--- config.mk ---
export PLATFORM = sky130hd
export DESIGN_NAME = instruction_fetch_unit
export DESIGN_NICKNAME = d
export VERILOG_FILES = /design/src/rtl/fetch_pkg.sv /design/src/rtl/return_stack.sv /design/src/rtl/instruction_fetch_unit.sv
export SDC_FILE = /design/constraint.sdc
export NUM_CORES = 1
export LEC_CHECK = 0
export ABC_AREA = 1
export CORE_MARGIN = 1
export CORE_UTILIZATION = 56
export DETAILED_ROUTE_END_ITERATION = 10
export GPL_ROUTABILITY_DRIVEN = 0
export GPL_TIMING_DRIVEN = 0
export MAX_ROUTING_LAYER = met4
export PLACE_DENSITY = 0.8
export SYNTH_ARGS = -nofsm -noshare
export SYNTH_HDL_FRONTEND = slang
export SYNTH_HIERARCHICAL = 1
export SYNTH_SLANG_ARGS = --single-unit
export TNS_END_PERCENT = 1
--- constraint.sdc ---
create_clock -name clk -period 4.05 [get_ports clk]
set_input_delay 0.6075 -clock clk [delete_from_list [all_inputs] [get_ports clk]]
set_output_delay 0.6075 -clock clk [all_outputs]
set_load 0.05 [all_outputs]
--- src/rtl/fetch_pkg.sv ---
// Shared widths and the redirect request encoding used between decode and fetch.
package fetch_pkg;

  localparam int ADDR_W   = 12;
  localparam int INSTR_W  = 19;
  localparam int OFFSET_W = 8;

  typedef enum logic [2:0] {
    NONE   = 3'd0,
    BRANCH = 3'd1,
    JUMP   = 3'd2,
    CALL   = 3'd3,
    RET    = 3'd4
  } redirect_t;

  // Unused encodings from decode collapse to NONE so they can never move the PC.
  function automatic redirect_t decode_redirect(input logic [2:0] raw);
    if (raw <= 3'd4) return redirect_t'(raw);
    return NONE;
  endfunction

endpackage

--- src/rtl/return_stack.sv ---
// Hardware return-address LIFO. Full pushes and empty pops are ignored;
// the caller owns overflow/underflow reporting.
module return_stack #(
  parameter int DEPTH = 8,
  parameter int WIDTH = 12
) (
  input  logic             clk,
  input  logic             rst,
  input  logic             push,
  input  logic             pop,
  input  logic [WIDTH-1:0] push_data,
  output logic [WIDTH-1:0] top,
  output logic             full,
  output logic             empty
);

  localparam int PTR_W = $clog2(DEPTH);

  // sp counts occupied entries, so it needs one bit beyond the index width.
  logic [PTR_W:0]   sp;
  logic [PTR_W:0]   sp_m1;
  logic [WIDTH-1:0] mem [DEPTH];

  assign full  = (sp == (PTR_W+1)'(DEPTH));
  assign empty = (sp == '0);
  assign sp_m1 = sp - 1'b1;
  assign top   = mem[sp_m1[PTR_W-1:0]];

  // NOTE: state registers use non-blocking assignments so every flop samples pre-edge values.
  always_ff @(posedge clk or posedge rst) begin
    if (rst) begin
      sp <= '0;
    end else if (push && !full) begin
      sp <= sp + 1'b1;
    end else if (pop && !empty) begin
      sp <= sp - 1'b1;
    end
  end

  // NOTE: storage is deliberately not reset; sp==0 already marks every entry dead.
  always_ff @(posedge clk) begin
    if (push && !full) begin
      mem[sp[PTR_W-1:0]] <= push_data;
    end
  end

endmodule

--- src/rtl/instruction_fetch_unit.sv ---
// Fetch stage: owns the PC, fills the IF/ID register, and applies decode redirects
// (branch/jump/call/return) using an internal return-address stack.
module instruction_fetch_unit #(
  parameter int              ADDR_W      = fetch_pkg::ADDR_W,
  parameter int              INSTR_W     = fetch_pkg::INSTR_W,
  parameter int              OFFSET_W    = fetch_pkg::OFFSET_W,
  parameter int              STACK_DEPTH = 8,
  parameter logic [ADDR_W-1:0] RESET_PC  = '0
) (
  input  logic                clk,
  input  logic                rst,
  input  logic                stall,
  input  logic [2:0]          redirect,
  input  logic [OFFSET_W-1:0] branch_offset,
  input  logic [ADDR_W-1:0]   jump_target,
  output logic [ADDR_W-1:0]   imem_address,
  input  logic [INSTR_W-1:0]  imem_instruction,
  output logic [INSTR_W-1:0]  id_instruction,
  output logic [ADDR_W-1:0]   id_pc,
  output logic                id_valid,
  output logic                stack_overflow,
  output logic                stack_underflow
);

  import fetch_pkg::*;

  logic [ADDR_W-1:0] pc;
  redirect_t         req;
  logic              fire;
  logic [ADDR_W-1:0] seq_pc;
  logic [ADDR_W-1:0] offset_ext;
  logic [ADDR_W-1:0] target;
  logic              rs_push;
  logic              rs_pop;
  logic [ADDR_W-1:0] rs_top;
  logic              rs_full;
  logic              rs_empty;
  logic              set_ovf;
  logic              set_unf;

  assign imem_address = pc;
  assign req          = decode_redirect(redirect);
  // A redirect only counts against a live decode slot and while the pipe is moving.
  assign fire         = !stall && id_valid && (req != NONE);
  assign seq_pc       = id_pc + 1'b1;
  assign offset_ext   = {{(ADDR_W-OFFSET_W){branch_offset[OFFSET_W-1]}}, branch_offset};

  // NOTE: every output of this block gets a default first, so no latch is inferred.
  always_comb begin
    target  = seq_pc;
    rs_push = 1'b0;
    rs_pop  = 1'b0;
    set_ovf = 1'b0;
    set_unf = 1'b0;
    case (req)
      BRANCH: target = seq_pc + offset_ext;
      JUMP:   target = jump_target;
      CALL: begin
        target  = jump_target;
        rs_push = fire && !rs_full;
        set_ovf = rs_full;
      end
      RET: begin
        if (rs_empty) begin
          set_unf = 1'b1;
        end else begin
          target = rs_top;
          rs_pop = fire;
        end
      end
      default: ;
    endcase
  end

  always_ff @(posedge clk or posedge rst) begin
    if (rst) begin
      pc              <= RESET_PC;
      id_instruction  <= '0;
      id_pc           <= '0;
      id_valid        <= 1'b0;
      stack_overflow  <= 1'b0;
      stack_underflow <= 1'b0;
    end else if (!stall) begin
      // The IF/ID payload always loads; on a redirect id_valid squashes it.
      id_instruction <= imem_instruction;
      id_pc          <= pc;
      if (fire) begin
        pc              <= target;
        id_valid        <= 1'b0;
        stack_overflow  <= stack_overflow | set_ovf;
        stack_underflow <= stack_underflow | set_unf;
      end else begin
        pc       <= pc + 1'b1;
        id_valid <= 1'b1;
      end
    end
  end

  return_stack #(
    .DEPTH (STACK_DEPTH),
    .WIDTH (ADDR_W)
  ) u_return_stack (
    .clk       (clk),
    .rst       (rst),
    .push      (rs_push),
    .pop       (rs_pop),
    .push_data (seq_pc),
    .top       (rs_top),
    .full      (rs_full),
    .empty     (rs_empty)
  );

endmodule

==> metrics.md <==
| Metric | Value |
|---|---|
| CP max-delay cell | `nor2_1` |
| Max clock buf depth | `2` |
| Post-synth ARST share | `34.25%` |
| Fmax | `288.2 MHz` |
| Synth Warn # | `6` |
| Register clock-pin slew on the reported worst setup and hold paths | `60 ps` |
| Post-Syn Area | `0.007351 mm²` |
| PostCTS Resize Cnt | `0` |
| Register bit total from synthesis | `146` |
| Simple-Gate Fraction of Synth Area | `23.85%` |
| Worst-path cell chain | `clkdlybuf4s50_1 > inv_1 > nand3_2 > nand2_2 > nor2_4 > nor2_4 > nand2_2 > buf_6 > nor4_2 > nand3_1 > nor2_1` |
| Setup Skew | `8.568 ps` |
| Core Region | `0.01272 mm²` |
| Psw | `3.032 mW` |
| Critical path data arrival time | `3510 ps` |
| Power Density | `738.4 mW/mm²` |
| CP required | `4090 ps` |
| Hold Vio Cnt, Final | `0` |
| EDFF count, synth | `96` |
| Synth cell types | `45` |
| Clock power frac | `22.0%` |
| Post-synthesis xor/xnor area fraction | `1.651%` |
| MaxCap Viol Count | `0` |
| Vias | `6212` |
| Avg WL per Cell | `17.62 µm` |
| Max VDD drop | `0.6120 mV` |
| Synth Area in Adders | `3.166%` |
| Worst-Skew Late Latency | `420 ps` |
| Combinational group share of total power | `48.0%` |
| Fin area | `0.009081 mm²` |
| Layout area overhead | `23.54%` |
| Vias in the first global route | `5743` |
| Worst hold margin | `450.9 ps` |
| CP max stage delay | `910 ps` |
| Post-route ant nets | `0` |
| First-pass GRT wire length | `29970 µm` |
| # IOs | `91` |
| CTS root buffer | `clkbuf_16` |
| CTS tree | `yes` |
| Num rows | `41` |
| Startpoint types | `input port` |
| Cells on worst reg2reg path | `12` |
| H-tree depth | `4` |
| Cell Count, Final, Fillers Out | `1111` |
| All-Layer GR Usage | `31.57%` |
| Sequential share of the synthesized area | `56.24%` |
| GR Overflow Total | `0` |
| Largest net degree at the start of global routing | `27` |
| Main area contributors after synthesis | `edfxtp_1 39%, dfrtp_1 17%, nand2_1 11%` |
| Dominant cell type by area after synthesis | `edfxtp_1` |
| Layout cells sized above 1 | `8.626%` |
| TritonRoute pass-1 iters | `5` |
| Crit-path leading delay family | `simple AND/OR/NAND/NOR gates` |
| Slew headroom | `9.079%` |
| Nets@finish | `989` |
| Post-synth top area share | `39.22%` |
| Switching Fraction | `45.21%` |
| Final setup TNS | `0 ps` |
| Min cycle time layout | `3470 ps` |
| Setup-failing EPs final | `0` |
| Starting Density | `57.78%` |
| Seq pwr share | `30.0%` |
| Detailed Route WL | `19570 µm` |
| Via-to-Cell Ratio | `5.591` |
| Worst Hold Class | `input port to asynchronous set/reset pin` |
| Hold buffer count at cts | `0` |
| DIE AREA | `0.01359 mm²` |
| IO Port Bufs | `90` |
| Slew @ Worst Pin | `1354 ps` |
| Initial antenna violation count | `0` |
| Net Count, Synth | `877` |
| Detailed placer's ending HPWL | `13440 µm` |
| Dominant combinational cell family by area after synthesis | `simple AND/OR/NAND/NOR gates` |
| LEAKAGE | `3.814 nW` |
| Mux cell area share after synthesis | `0%` |
| Outcome | `completed` |
| Period utilization | `85.68%` |
| DRC | `0` |
| Clock sink count | `146` |
| Most common library cells after synthesis | `220 x nand2_1, 110 x nor2_1, 96 x edfxtp_1` |
| RR Endpoint | `imem_address[8]` |
| Die X | `116.6 µm` |
| Post-CTS Setup Bufs | `0` |
| CP Launch Point | `redirect[0]` |
| Kind of critical path | `input port to flop` |
| Critical R2R Launch | `id_pc[0]` |
| Cell Int Power | `3.674 mW` |
| CP Capture Type | `flop` |
| Ant diodes | `0` |
| Placed insts | `1079` |
| Buffers & Inverters on Critical Path | `3` |
| Mean Syn Cell Area | `9.030 µm²` |
| Reg2reg setup slack | `670 ps` |
| Num CTS Buffers | `17` |
| Fin util | `71.38%` |
| Post-DP Area | `0.008521 mm²` |
| Max FO, Critical Path | `12` |
| Synth Area in Compound Gates | `9.651%` |
| RSZ-0062 raised after global routing | `false` |
| First DRT Iteration DRCs | `566` |
| Prevailing post-synth register cell | `edfxtp_1` |
| Fillers | `972` |
| Die extent in y | `116.6 µm` |
| Most frequent cell after synthesis | `nand2_1` |
| Post-synthesis cell count | `814` |
| Max-slew violations | `0` |
## routing by layer
layer / share of wire, % / track usage [%] / vias up
li1: - / - / 2946
met1: 41 / 40.99 / 2904
met2: 47 / 48.95 / 311
met3: 8.1 / 6.124 / 51
met4: 3.0 / 12.91 / 0
met5: 0 / - / -
## per-stage QoR
step	total power [mW]	worst slack (ps)
after floorplan	4.067	1008
after global placement	5.074	-207.5
after detailed placement	5.135	193.1
after CTS	6.637	606.8
after global routing	7.042	438.5
final	6.705	579.9
## area by class of cell
class | count | area (µm²) | share of cell area, %
sequential | 146 | 4134 | 45.52
multi-input combinational | 579 | 2831 | 31.18
timing repair buffer | 93 | 939.7 | 10.35
clock buffer | 17 | 425.4 | 4.684
tap | 172 | 215.2 | 2.370
inverter | 56 | 210.2 | 2.315
buffer | 33 | 190.2 | 2.094
clock inverter | 15 | 135.1 | 1.488
## cells by family after synthesis
kind of cell               Yosys count
DFF                                146
xor gates and xnor gates            13
and+or+nand+nor                    414
adders and majority gates           18
buffers and inverters               89
AOI/OAI and AO/OA                  134
## state kept, by name, indices dropped and copies added (netlist names)
register and flops:
u_return_stack/sp 4, stack_overflow 1, id_instruction 19, stack_underflow 1, imem_address 12, u_return_stack/mem 96, id_pc 12, id_valid 1
## how the worst max path moves through the flow
stage               slack [ps]  depth (start not counted)                         to
finish                     580                         11   u_return_stack/mem[2][2]
global route               440                         11   u_return_stack/mem[0][0]
CTS                        610                         12   u_return_stack/mem[2][2]
detailed placement         190                         10  u_return_stack/mem[2][10]
global placement          -210                         12  u_return_stack/mem[3][10]
floorplan                 1010                         10   u_return_stack/mem[1][0]
## layout by cell type (no fill, tap or decap), types with 3 or more instances in the layout
cell | synthesis | layout
dfrtp_1 | 50 | 50
o21ai_1 | 19 | 19
nand4_1 | 7 | 7
nor3_2 | 1 | 4
buf_6 | 3 | 4
inv_6 | 0 | 4
nor3_1 | 12 | 9
clkinv_1 | 0 | 3
ha_1 | 17 | 17
buf_4 | 8 | 9
nand2_2 | 3 | 3
edfxtp_1 | 96 | 96
nand3_1 | 42 | 42
a21o_1 | 3 | 3
clkbuf_2 | 3 | 3
nand3b_1 | 4 | 4
nor2_4 | 3 | 3
inv_1 | 51 | 50
clkbuf_16 | 0 | 17
clkinv_4 | 0 | 5
nor2_2 | 3 | 3
clkbuf_1 | 10 | 10
xor2_1 | 8 | 8
buf_2 | 8 | 8
nand2_1 | 220 | 220
a21oi_1 | 22 | 22
clkdlybuf4s50_1 | 0 | 90
xnor2_1 | 4 | 4
nor2_1 | 110 | 110
o21ai_0 | 79 | 79
inv_2 | 5 | 6
## power by group through the flow
stage	Combinational, mW	Sequential [mW]	Clock, mW
after floorplan	1.68	2.39	0
after global placement	3.05	2.03	0
after detailed placement	3.11	2.03	0
after CTS	3.14	2.00	1.49
after global routing	3.46	2.03	1.56
final	3.22	2.01	1.48
(Power assumes the default switching activity.)
